File: config.mk
export PLATFORM = sky130hd
export DESIGN_NAME = alu_nibble_seq_flat
export DESIGN_NICKNAME = d
export VERILOG_FILES = /design/src/rtl/alu_nibble_seq_if.sv /design/src/rtl/alu_nibble_seq.sv /design/src/flat_wrapper.sv
export SDC_FILE = /design/constraint.sdc
export NUM_CORES = 1
export LEC_CHECK = 0
export CAP_MARGIN = 10
export CORE_MARGIN = 4
export CORE_UTILIZATION = 51
export CTS_CLUSTER_DIAMETER = 200
export DETAILED_ROUTE_END_ITERATION = 10
export HOLD_SLACK_MARGIN = 0.12
export PLACE_DENSITY = 0.85
export SLEW_MARGIN = 10
export SYNTH_ARGS = -nofsm -noshare
export SYNTH_HDL_FRONTEND = slang
export SYNTH_SLANG_ARGS = --single-unit
File: constraint.sdc
create_clock -name clock -period 4.6 [get_ports clock]
set_input_delay 0.92 -clock clock [delete_from_list [all_inputs] [get_ports clock]]
set_output_delay 0.92 -clock clock [all_outputs]
set_load 0.01 [all_outputs]
File: src/rtl/alu_nibble_seq_if.sv
// Bundles the request/response and ALU-facing signals of the nibble-serial sequencer.
// slave = sequencer side, master = requester plus the attached 4-bit ALU.
interface alu_nibble_seq_if #(
    parameter int NIBBLES = 4
);
    localparam int W = 4 * NIBBLES;

    logic         start;
    logic [W-1:0] op_a;
    logic [W-1:0] op_b;
    logic [3:0]   op_s;
    logic         op_m;
    logic         op_cin_n;

    logic         busy;
    logic         done;
    logic [W-1:0] result;
    logic         result_cout_n;

    logic [3:0]   alu_a;
    logic [3:0]   alu_b;
    logic [3:0]   alu_s;
    logic         alu_m;
    logic         alu_cin_re;
    logic [3:0]   alu_y;
    logic         alu_cout_re;

    modport slave (
        input  start, op_a, op_b, op_s, op_m, op_cin_n,
        output busy, done, result, result_cout_n,
        output alu_a, alu_b, alu_s, alu_m, alu_cin_re,
        input  alu_y, alu_cout_re
    );

    modport master (
        output start, op_a, op_b, op_s, op_m, op_cin_n,
        input  busy, done, result, result_cout_n,
        input  alu_a, alu_b, alu_s, alu_m, alu_cin_re,
        output alu_y, alu_cout_re
    );
endinterface

File: src/rtl/alu_nibble_seq.sv
// Nibble-serial sequencer around a 4-bit 74181-style ALU, LSB nibble first, carry rippled via a register.
// Latency: done pulses NIBBLES cycles after the accepting edge, for one cycle.
// Backpressure: start is taken only in IDLE/DONE; start during RUN is dropped, never queued.
module alu_nibble_seq #(
    parameter int NIBBLES = 4
) (
    input  logic             clock,
    input  logic             rst_n,
    alu_nibble_seq_if.slave  bus
);
    localparam int W     = 4 * NIBBLES;
    localparam int IDX_W = $clog2(NIBBLES);

    localparam logic [1:0] ST_IDLE = 2'd0;
    localparam logic [1:0] ST_RUN  = 2'd1;
    localparam logic [1:0] ST_DONE = 2'd2;

    localparam logic [IDX_W-1:0] LAST_IDX = IDX_W'(NIBBLES - 1);

    logic [1:0]       state_q;
    logic [IDX_W-1:0] idx_q;
    logic             carry_q;
    logic [W-1:0]     a_q;
    logic [W-1:0]     b_q;
    logic [3:0]       s_q;
    logic             m_q;
    logic [W-1:0]     result_q;
    logic             cout_n_q;
    logic [IDX_W+1:0] nib_base;
    logic             accept;

    assign nib_base = {idx_q, 2'b00};
    assign accept   = (state_q != ST_RUN) && bus.start;

    assign bus.busy          = (state_q == ST_RUN);
    assign bus.done          = (state_q == ST_DONE);
    assign bus.result        = result_q;
    assign bus.result_cout_n = cout_n_q;

    // Outside RUN the ALU sees a quiescent logic-mode, carry-inactive input set.
    always_comb begin
        bus.alu_a      = 4'h0;
        bus.alu_b      = 4'h0;
        bus.alu_s      = 4'h0;
        bus.alu_m      = 1'b1;
        bus.alu_cin_re = 1'b1;
        if (state_q == ST_RUN) begin
            bus.alu_a      = a_q[nib_base +: 4];
            bus.alu_b      = b_q[nib_base +: 4];
            bus.alu_s      = s_q;
            bus.alu_m      = m_q;
            bus.alu_cin_re = m_q | carry_q;
        end
    end

    always_ff @(posedge clock or negedge rst_n) begin
        if (!rst_n) begin
            state_q  <= ST_IDLE;
            idx_q    <= '0;
            carry_q  <= 1'b1;
            a_q      <= '0;
            b_q      <= '0;
            s_q      <= 4'h0;
            m_q      <= 1'b1;
            result_q <= '0;
            cout_n_q <= 1'b1;
        end else begin
            case (state_q)
                ST_RUN: begin
                    result_q[nib_base +: 4] <= bus.alu_y;
                    carry_q                 <= bus.alu_cout_re;
                    if (idx_q == LAST_IDX) begin
                        // Logic mode has no meaningful carry; report it as inactive.
                        cout_n_q <= m_q | bus.alu_cout_re;
                        idx_q    <= '0;
                        state_q  <= ST_DONE;
                    end else begin
                        idx_q <= idx_q + 1'b1;
                    end
                end
                default: begin
                    if (accept) begin
                        a_q     <= bus.op_a;
                        b_q     <= bus.op_b;
                        s_q     <= bus.op_s;
                        m_q     <= bus.op_m;
                        carry_q <= bus.op_cin_n;
                        idx_q   <= '0;
                        state_q <= ST_RUN;
                    end else begin
                        state_q <= ST_IDLE;
                    end
                end
            endcase
        end
    end
endmodule

File: src/flat_wrapper.sv
// flat-port wrapper written by rule: the top's interface ports become plain ports
module alu_nibble_seq_flat 
#(
    parameter int NIBBLES = 4
)
  (clock, rst_n, bus_start, bus_op_a, bus_op_b, bus_op_s, bus_op_m, bus_op_cin_n, bus_busy, bus_done, bus_result, bus_result_cout_n, bus_alu_a, bus_alu_b, bus_alu_s, bus_alu_m, bus_alu_cin_re, bus_alu_y, bus_alu_cout_re);
  alu_nibble_seq_if #(.NIBBLES(NIBBLES)) bus_i ();
  input  logic clock;
  input  logic rst_n;
  input wire logic [$bits(bus_i.start)-1:0] bus_start;
  input wire logic [$bits(bus_i.op_a)-1:0] bus_op_a;
  input wire logic [$bits(bus_i.op_b)-1:0] bus_op_b;
  input wire logic [$bits(bus_i.op_s)-1:0] bus_op_s;
  input wire logic [$bits(bus_i.op_m)-1:0] bus_op_m;
  input wire logic [$bits(bus_i.op_cin_n)-1:0] bus_op_cin_n;
  output wire logic [$bits(bus_i.busy)-1:0] bus_busy;
  output wire logic [$bits(bus_i.done)-1:0] bus_done;
  output wire logic [$bits(bus_i.result)-1:0] bus_result;
  output wire logic [$bits(bus_i.result_cout_n)-1:0] bus_result_cout_n;
  output wire logic [$bits(bus_i.alu_a)-1:0] bus_alu_a;
  output wire logic [$bits(bus_i.alu_b)-1:0] bus_alu_b;
  output wire logic [$bits(bus_i.alu_s)-1:0] bus_alu_s;
  output wire logic [$bits(bus_i.alu_m)-1:0] bus_alu_m;
  output wire logic [$bits(bus_i.alu_cin_re)-1:0] bus_alu_cin_re;
  input wire logic [$bits(bus_i.alu_y)-1:0] bus_alu_y;
  input wire logic [$bits(bus_i.alu_cout_re)-1:0] bus_alu_cout_re;
  assign bus_i.start = bus_start;
  assign bus_i.op_a = bus_op_a;
  assign bus_i.op_b = bus_op_b;
  assign bus_i.op_s = bus_op_s;
  assign bus_i.op_m = bus_op_m;
  assign bus_i.op_cin_n = bus_op_cin_n;
  assign bus_busy = bus_i.busy;
  assign bus_done = bus_i.done;
  assign bus_result = bus_i.result;
  assign bus_result_cout_n = bus_i.result_cout_n;
  assign bus_alu_a = bus_i.alu_a;
  assign bus_alu_b = bus_i.alu_b;
  assign bus_alu_s = bus_i.alu_s;
  assign bus_alu_m = bus_i.alu_m;
  assign bus_alu_cin_re = bus_i.alu_cin_re;
  assign bus_i.alu_y = bus_alu_y;
  assign bus_i.alu_cout_re = bus_alu_cout_re;
  alu_nibble_seq #(.NIBBLES(NIBBLES)) u_core (.clock(clock), .rst_n(rst_n), .bus(bus_i));
endmodule
==> results.yml, run 1 <==
critical_path:
  worstPathMaxFanout: 24
  max_stage_delay_ps: 1080
  path_buf_inv: 1
  reg2reg_depth: 5
  startpoint_type: "flip-flop"
  cp_cell_sequence: "mux2i_1 > o22ai_1 > clkdlybuf4s50_1"
  worstReg2RegEnd: "u_core.bus.result[11]"
  r2r-start: "u_core.idx_q[0]"
  worstPathRequired_ps: 3680
  rrSetupSlack_ps: 1890
  endpoint_kind: "primary output"
  cp.arrival_ps: 2410
  crit_family: "flip-flops"
  cp.depth: 3
  cp_slowest_cell: "dfrtp_1"
  critPathKind: "reg2out"
timing:
  worstMarginPinSlew_ps: 1118
  max-slew-margin-rel_pct: 25.50
  period_needed_ps: 3334
  slew_violations: 0
  fin_tns_setup_ps: 0
  skew_ps: 6.577
  fmax_mhz: 299.9
  hold_viol: 0
  setup_viol: 0
  fin_crit_sh_pct: 72.49
  rsz0062_at_grt: "false"
floorplanning:
  core-area_um2: 5172
  die_area_um2: 6653
  ios: 79
  rows: 26
  die_w_um: 81.57
  fp.dieH_um: 81.57
  start_util_pct: 53.36
hold_path:
  min_from: "u_core.bus.result[12]"
  min_path_cells: 2
  hold_path_class: "reg2reg"
  hold_end: "u_core.bus.result[12]"
detailed_routing:
  drcViolationCount: 0
  drt_iter0_markers: 75
  post_drt_wl_per_cell_um: 15.20
  vias: 1909
  detail-route-antenna-nets: 0
  routed_wl_um: 5594
  drt-pass1-iter-count: 4
  vias_per_cell: 5.188
clocking:
  clk_path_buf_depth: 2
  numCtsBuffers: 9
  insertion_delay_ps: 330
  cts_tree: "yes"
  cts.clk_slew.worst_paths_ps: 60
  cts_root_buf: "clkbuf_8"
  postCtsSetupBuffers: 0
  ctsHoldBuffers: 0
  cts_resized: 0
  cts.htree.levels: 3
  clock_sinks: 59
global_routing:
  track_usage_pct: 18.28
  grt_max_degree: 60
  antenna_found_initial: 0
  grt_pass1_vias: 1965
  grt_pass1_wl_um: 8983
  gr-total-overflow: 0
pwr:
  p_leak_uw: 0.001637
  powerDensity_nw_per_um2: 700.7
  finalPower_uw: 2635
  ir_drop_uv: 438.8
synth:
  yosysWarnings: 0
  ys_ff_latch: 59
  synth_cell_types: 30
  synthCells: 213
  syn_avg_cell_area_um2: 12.96
  synthesis.nets: 265
  netlist_area_um2: 2760
  seq_area_frac_synth_pct: 53.63
placement:
  place_hpwl_um: 3961
  numPlacedInstances: 352
  gp_congestion: 0.8141
  port_buffers: 78
layout:
  area_delta_synth_final_pct: 36.22
  postLayoutCoreUtil_pct: 72.69
  num-nets-final: 345
  diodes: 0
  fin_cells: 368
  layout-drive-gt1-share_pct: 20.47
flow_run:
  max_cap_viol_count: 0
run_status:
  status: "completed"
-- layout make-up --
cell class | count | area, um2
fillers | 360 | 1413
multi-input cells | 141 | 1200
clock inverters | 2 | 35.03
inverters | 3 | 11.26
well taps | 70 | 87.58
clock buffers | 14 | 162.7
flip-flops and latches | 59 | 1480
repair buffers | 79 | 783.3
-- metal layers --
layer | up-vias | routed length, um | global-route usage (%)
li1 | 926 | - | -
met1 | 912 | 2431 | 22.02
met2 | 64 | 2722 | 30.05
met3 | 7 | 398 | 7.237
met4 | 0 | 42 | 5.743
met5 | - | 0 | 0
-- tightest hold or removal path, cell delays in order (launching register included) --
cell,delay [ps]
dfrtp_1,340
nand2_1,50
o31ai_1,50
-- cell usage after synthesis --
library cell / instances / area [um2]
dfrtp_1: 56 / 1401
nand2_1: 24 / 90.09
mux2_4: 19 / 285.3
mux2_2: 18 / 202.7
mux2i_1: 17 / 170.2
o21ai_0: 10 / 50.05
o22ai_1: 8 / 50.05
nand3_1: 7 / 35.03
ha_1: 6 / 75.07
o31ai_1: 6 / 45.04
and2_1: 5 / 31.28
buf_2: 4 / 20.02
nand3b_1: 4 / 30.03
o2bb2ai_1: 4 / 35.03
buf_6: 3 / 33.78
dfstp_2: 3 / 78.83
a21oi_1: 2 / 10.01
clkbuf_1: 2 / 7.510
inv_1: 2 / 7.510
nand2_2: 2 / 12.51
or3_1: 2 / 12.51
and2b_1: 1 / 7.510
buf_4: 1 / 7.510
inv_2: 1 / 3.750
nand2b_1: 1 / 6.260
nand2b_4: 1 / 13.76
nor2_1: 1 / 3.750
nor2b_1: 1 / 6.260
nor3b_2: 1 / 12.51
nor4b_2: 1 / 15.01
-- placed cells by master, fill, tap and decap left out, drive strengths merged, types with 5 or more instances in the layout --
master,instances
and2,5
clkbuf,14
clkdlybuf4s50,77
dfrtp,56
ha,6
mux2,37
mux2i,17
nand2,26
nand3,7
o21ai,10
o22ai,8
o31ai,6
-- per-stage QoR --
step,cell area (um2),setup WS [ps],hold WS (ps)
5_1_grt,3760,1105,506.6
3_5_place_dp,3562,1632,469.8
4_1_cts,3760,1265,482.6
3_3_place_gp,3562,1698,462.6
6_report,3760,1266,477.2
2_1_floorplan,2760,2566,470.4
-- power by group --
group / switching (uW) / internal, uW / leakage (uW)
Combinational: 506 / 713 / 0.000813
Sequential: 181 / 770 / 0.000724
Clock: 186 / 280 / 0.000101
Total: 872 / 1760 / 0.00164
-- how the worst max path moves through the flow --
stage | start | endpoint
after global routing | u_core.idx_q[0] | bus_alu_a[0]
after floorplan | u_core.state_q[1] | bus_alu_b[2]
after global placement | u_core.idx_q[0] | bus_alu_b[1]
after detailed placement | u_core.idx_q[0] | bus_alu_a[0]
final | u_core.idx_q[0] | bus_alu_a[0]
after CTS | u_core.idx_q[0] | bus_alu_a[0]
-- state kept, by name (all words and copies together), names as in the netlist --
register / cells
u_core.a_q: 16
u_core.b_q: 16
u_core.bus.result: 16
u_core.bus.result_cout_n: 1
u_core.carry_q: 1
u_core.idx_q: 2
u_core.m_q: 1
u_core.s_q: 4
u_core.state_q: 2
-- cell families (layout without fill, tap and decap cells) --
family | after synthesis | in the layout | synth area share [%]
buffers and inverters | 13 | 98 | 2.901
and+or+nand+nor | 51 | 51 | 10.02
muxes | 54 | 54 | 23.84
DFF | 59 | 59 | 53.63
adders and majority gates | 6 | 6 | 2.720
AOI/OAI and AO/OA | 30 | 30 | 6.890
No activity file was read; power rests on OpenSTA's default activity.
==> inputs of run 2 (changes only) <==
--- a/config.mk
+++ b/config.mk
@@ -7,11 +7,11 @@
 export LEC_CHECK = 0
 export CAP_MARGIN = 10
 export CORE_MARGIN = 4
-export CORE_UTILIZATION = 51
+export CORE_UTILIZATION = 43
 export CTS_CLUSTER_DIAMETER = 200
 export DETAILED_ROUTE_END_ITERATION = 10
 export HOLD_SLACK_MARGIN = 0.12
-export PLACE_DENSITY = 0.85
+export PLACE_DENSITY = 0.76
 export SLEW_MARGIN = 10
 export SYNTH_ARGS = -nofsm -noshare
 export SYNTH_HDL_FRONTEND = slang
==> constraint.sdc (replaced) <==
create_clock -name clock -period 2.9 [get_ports clock]
set_input_delay 0.58 -clock clock [delete_from_list [all_inputs] [get_ports clock]]
set_output_delay 0.58 -clock clock [all_outputs]
set_load 0.01 [all_outputs]
==> run 2 against run 1 <==
Sequential power rose by 55%. Clock power up 83%. Global-route usage decreased by 1.5 points. Critical endpoint is now bus_alu_b[1]. Largest power group unchanged.
==> results.yml, run 2 (synthesized netlist as in run 1, its figures left out) <==
critical_path:
  worstPathMaxFanout: 11
  max_stage_delay_ps: 570
  crit_family: "buffers and inverters"
  cp_cell_sequence: "nand2b_4 > inv_2 > nand2_2 > o22ai_1 > clkdlybuf4s50_1"
  cp_slowest_cell: "clkdlybuf4s50_1"
  critPathKind: "reg2out"
  path_buf_inv: 2
  worstPathRequired_ps: 2320
  startpoint_type: "flip-flop"
  endpoint_kind: "primary output"
  cp.arrival_ps: 2060
clocking:
  cts.clk_slew.worst_paths_ps: 70
  cts_tree: "yes"
  clk_path_buf_depth: 2
  ctsHoldBuffers: 0
  cts_root_buf: "clkbuf_8"
  clock_sinks: 59
  cts.htree.levels: 3
  numCtsBuffers: 9
  cts_resized: 0
  postCtsSetupBuffers: 0
  insertion_delay_ps: 330
floorplanning:
  die_area_um2: 7765
  rows: 28
  core-area_um2: 6061
  ios: 79
  die_w_um: 88.12
  start_util_pct: 45.54
  fp.dieH_um: 88.12
detailed_routing:
  drcViolationCount: 0
  drt-pass1-iter-count: 4
  routed_wl_um: 5927
  post_drt_wl_per_cell_um: 15.64
  detail-route-antenna-nets: 0
  vias_per_cell: 5.040
  vias: 1910
  drt_iter0_markers: 86
placement:
  place_hpwl_um: 4394
  placed_area_um2: 3638
  port_buffers: 78
  gp_congestion: 0.7966
layout:
  multi_input_area_um2: 1202
  final_area_um2: 3869
  diodes: 0
  fillers: 459
  mostFrequentLayoutCell: "clkdlybuf4s50_1"
  final_cell_mix: "clkdlybuf4s50_1, dfrtp_1, nand2_1"
  area_delta_synth_final_pct: 40.16
  layout-drive-gt1-share_pct: 23.03
  num-nets-final: 351
  regArea_um2: 1480
hold_path:
  hold_path_class: "in2async"
global_routing:
  grt_pass1_vias: 2043
  track_usage_pct: 16.77
  grt_pass1_wl_um: 9853
  gr-total-overflow: 0
  grt_max_degree: 24
  antenna_found_initial: 0
timing:
  slew_violations: 0
  worstMarginPinSlew_ps: 504.8
  fmax_mhz: 378.9
  fin_tns_setup_ps: 0
  skew_ps: 3.682
  rsz0062_at_grt: "false"
  setup_viol: 0
  period_needed_ps: 2639
  hold_viol: 0
  max-slew-margin-rel_pct: 66.35
  fin_crit_sh_pct: 91.01
flow_run:
  max_cap_viol_count: 0
pwr:
  ir_drop_uv: 671.1
  powerDensity_nw_per_um2: 1127
  p_leak_uw: 0.001687
run_status:
  status: "completed"
run 2: changes by cell type in the layout (fill, tap and decap cells not counted), sizes merged:
cell,delta
clkinvlp,+1
buf,+6
clkbuf,-2
bufinv,+1
run 2: area by class of cell:
class | instances | share of cell area, %
clock buffers | 12 | 4.010
clock inverters | 4 | 1.876
inverters | 3 | 0.2911
multi-input cells | 141 | 31.08
flip-flops and latches | 59 | 38.26
well taps | 75 | 2.426
repair buffers | 85 | 22.06
run 2: path summary, 6_finish.rpt:
path	from	to	slack (ps)	cells after the start
setup / recovery	u_core.state_q[1]	bus_alu_b[1]	260	5
hold / removal	rst_n	u_core.bus.result[6]	210	1
setup reg to reg	u_core.idx_q[0]	u_core.bus.result[8]	940	5
max in group asynchronous	rst_n	u_core.a_q[0]	2010	2
hold reg to reg	u_core.bus.result[9]	u_core.bus.result[9]	480	2
min in group clock	u_core.bus.result[9]	u_core.bus.result[9]	480	2
run 2: metal layers:
layer  global-route usage [%]  wire length (um)  vias to the layer above  share of wire, %
met3                    4.798               424                        9               7.2
met4                    8.242                91                        0               1.5
met5                        0                 0                        -                 0
met2                    23.97              2632                       64                44
li1                         -                 -                      924                 -
met1                    23.38              2779                      913                47
run 2: where the power goes:
part,leakage [uW],internal [uW],switching [uW]
combinational,0.000851,1180,865
sequential,0.000724,1220,243
clock,0.000113,530,323
total,0.00169,2930,1430
run 2: per-stage QoR:
| step | std cells | util (%) | power, uW | hold WS [ps] | worst slack, ps |
|---|---|---|---|---|---|
| CTS | 379 | 63.79 | 4397 | 217.0 | 140.5 |
| detailed placement | 363 | 60.03 | 3532 | 473.0 | 487.2 |
| global route | 379 | 63.83 | 4671 | 237.3 | 111.9 |
| global placement | 363 | 60.03 | 3488 | 464.2 | 578.2 |
| finish | 379 | 63.83 | 4361 | 211.3 | 260.7 |
| floorplan | 213 | - | 2698 | 284.4 | 1182 |
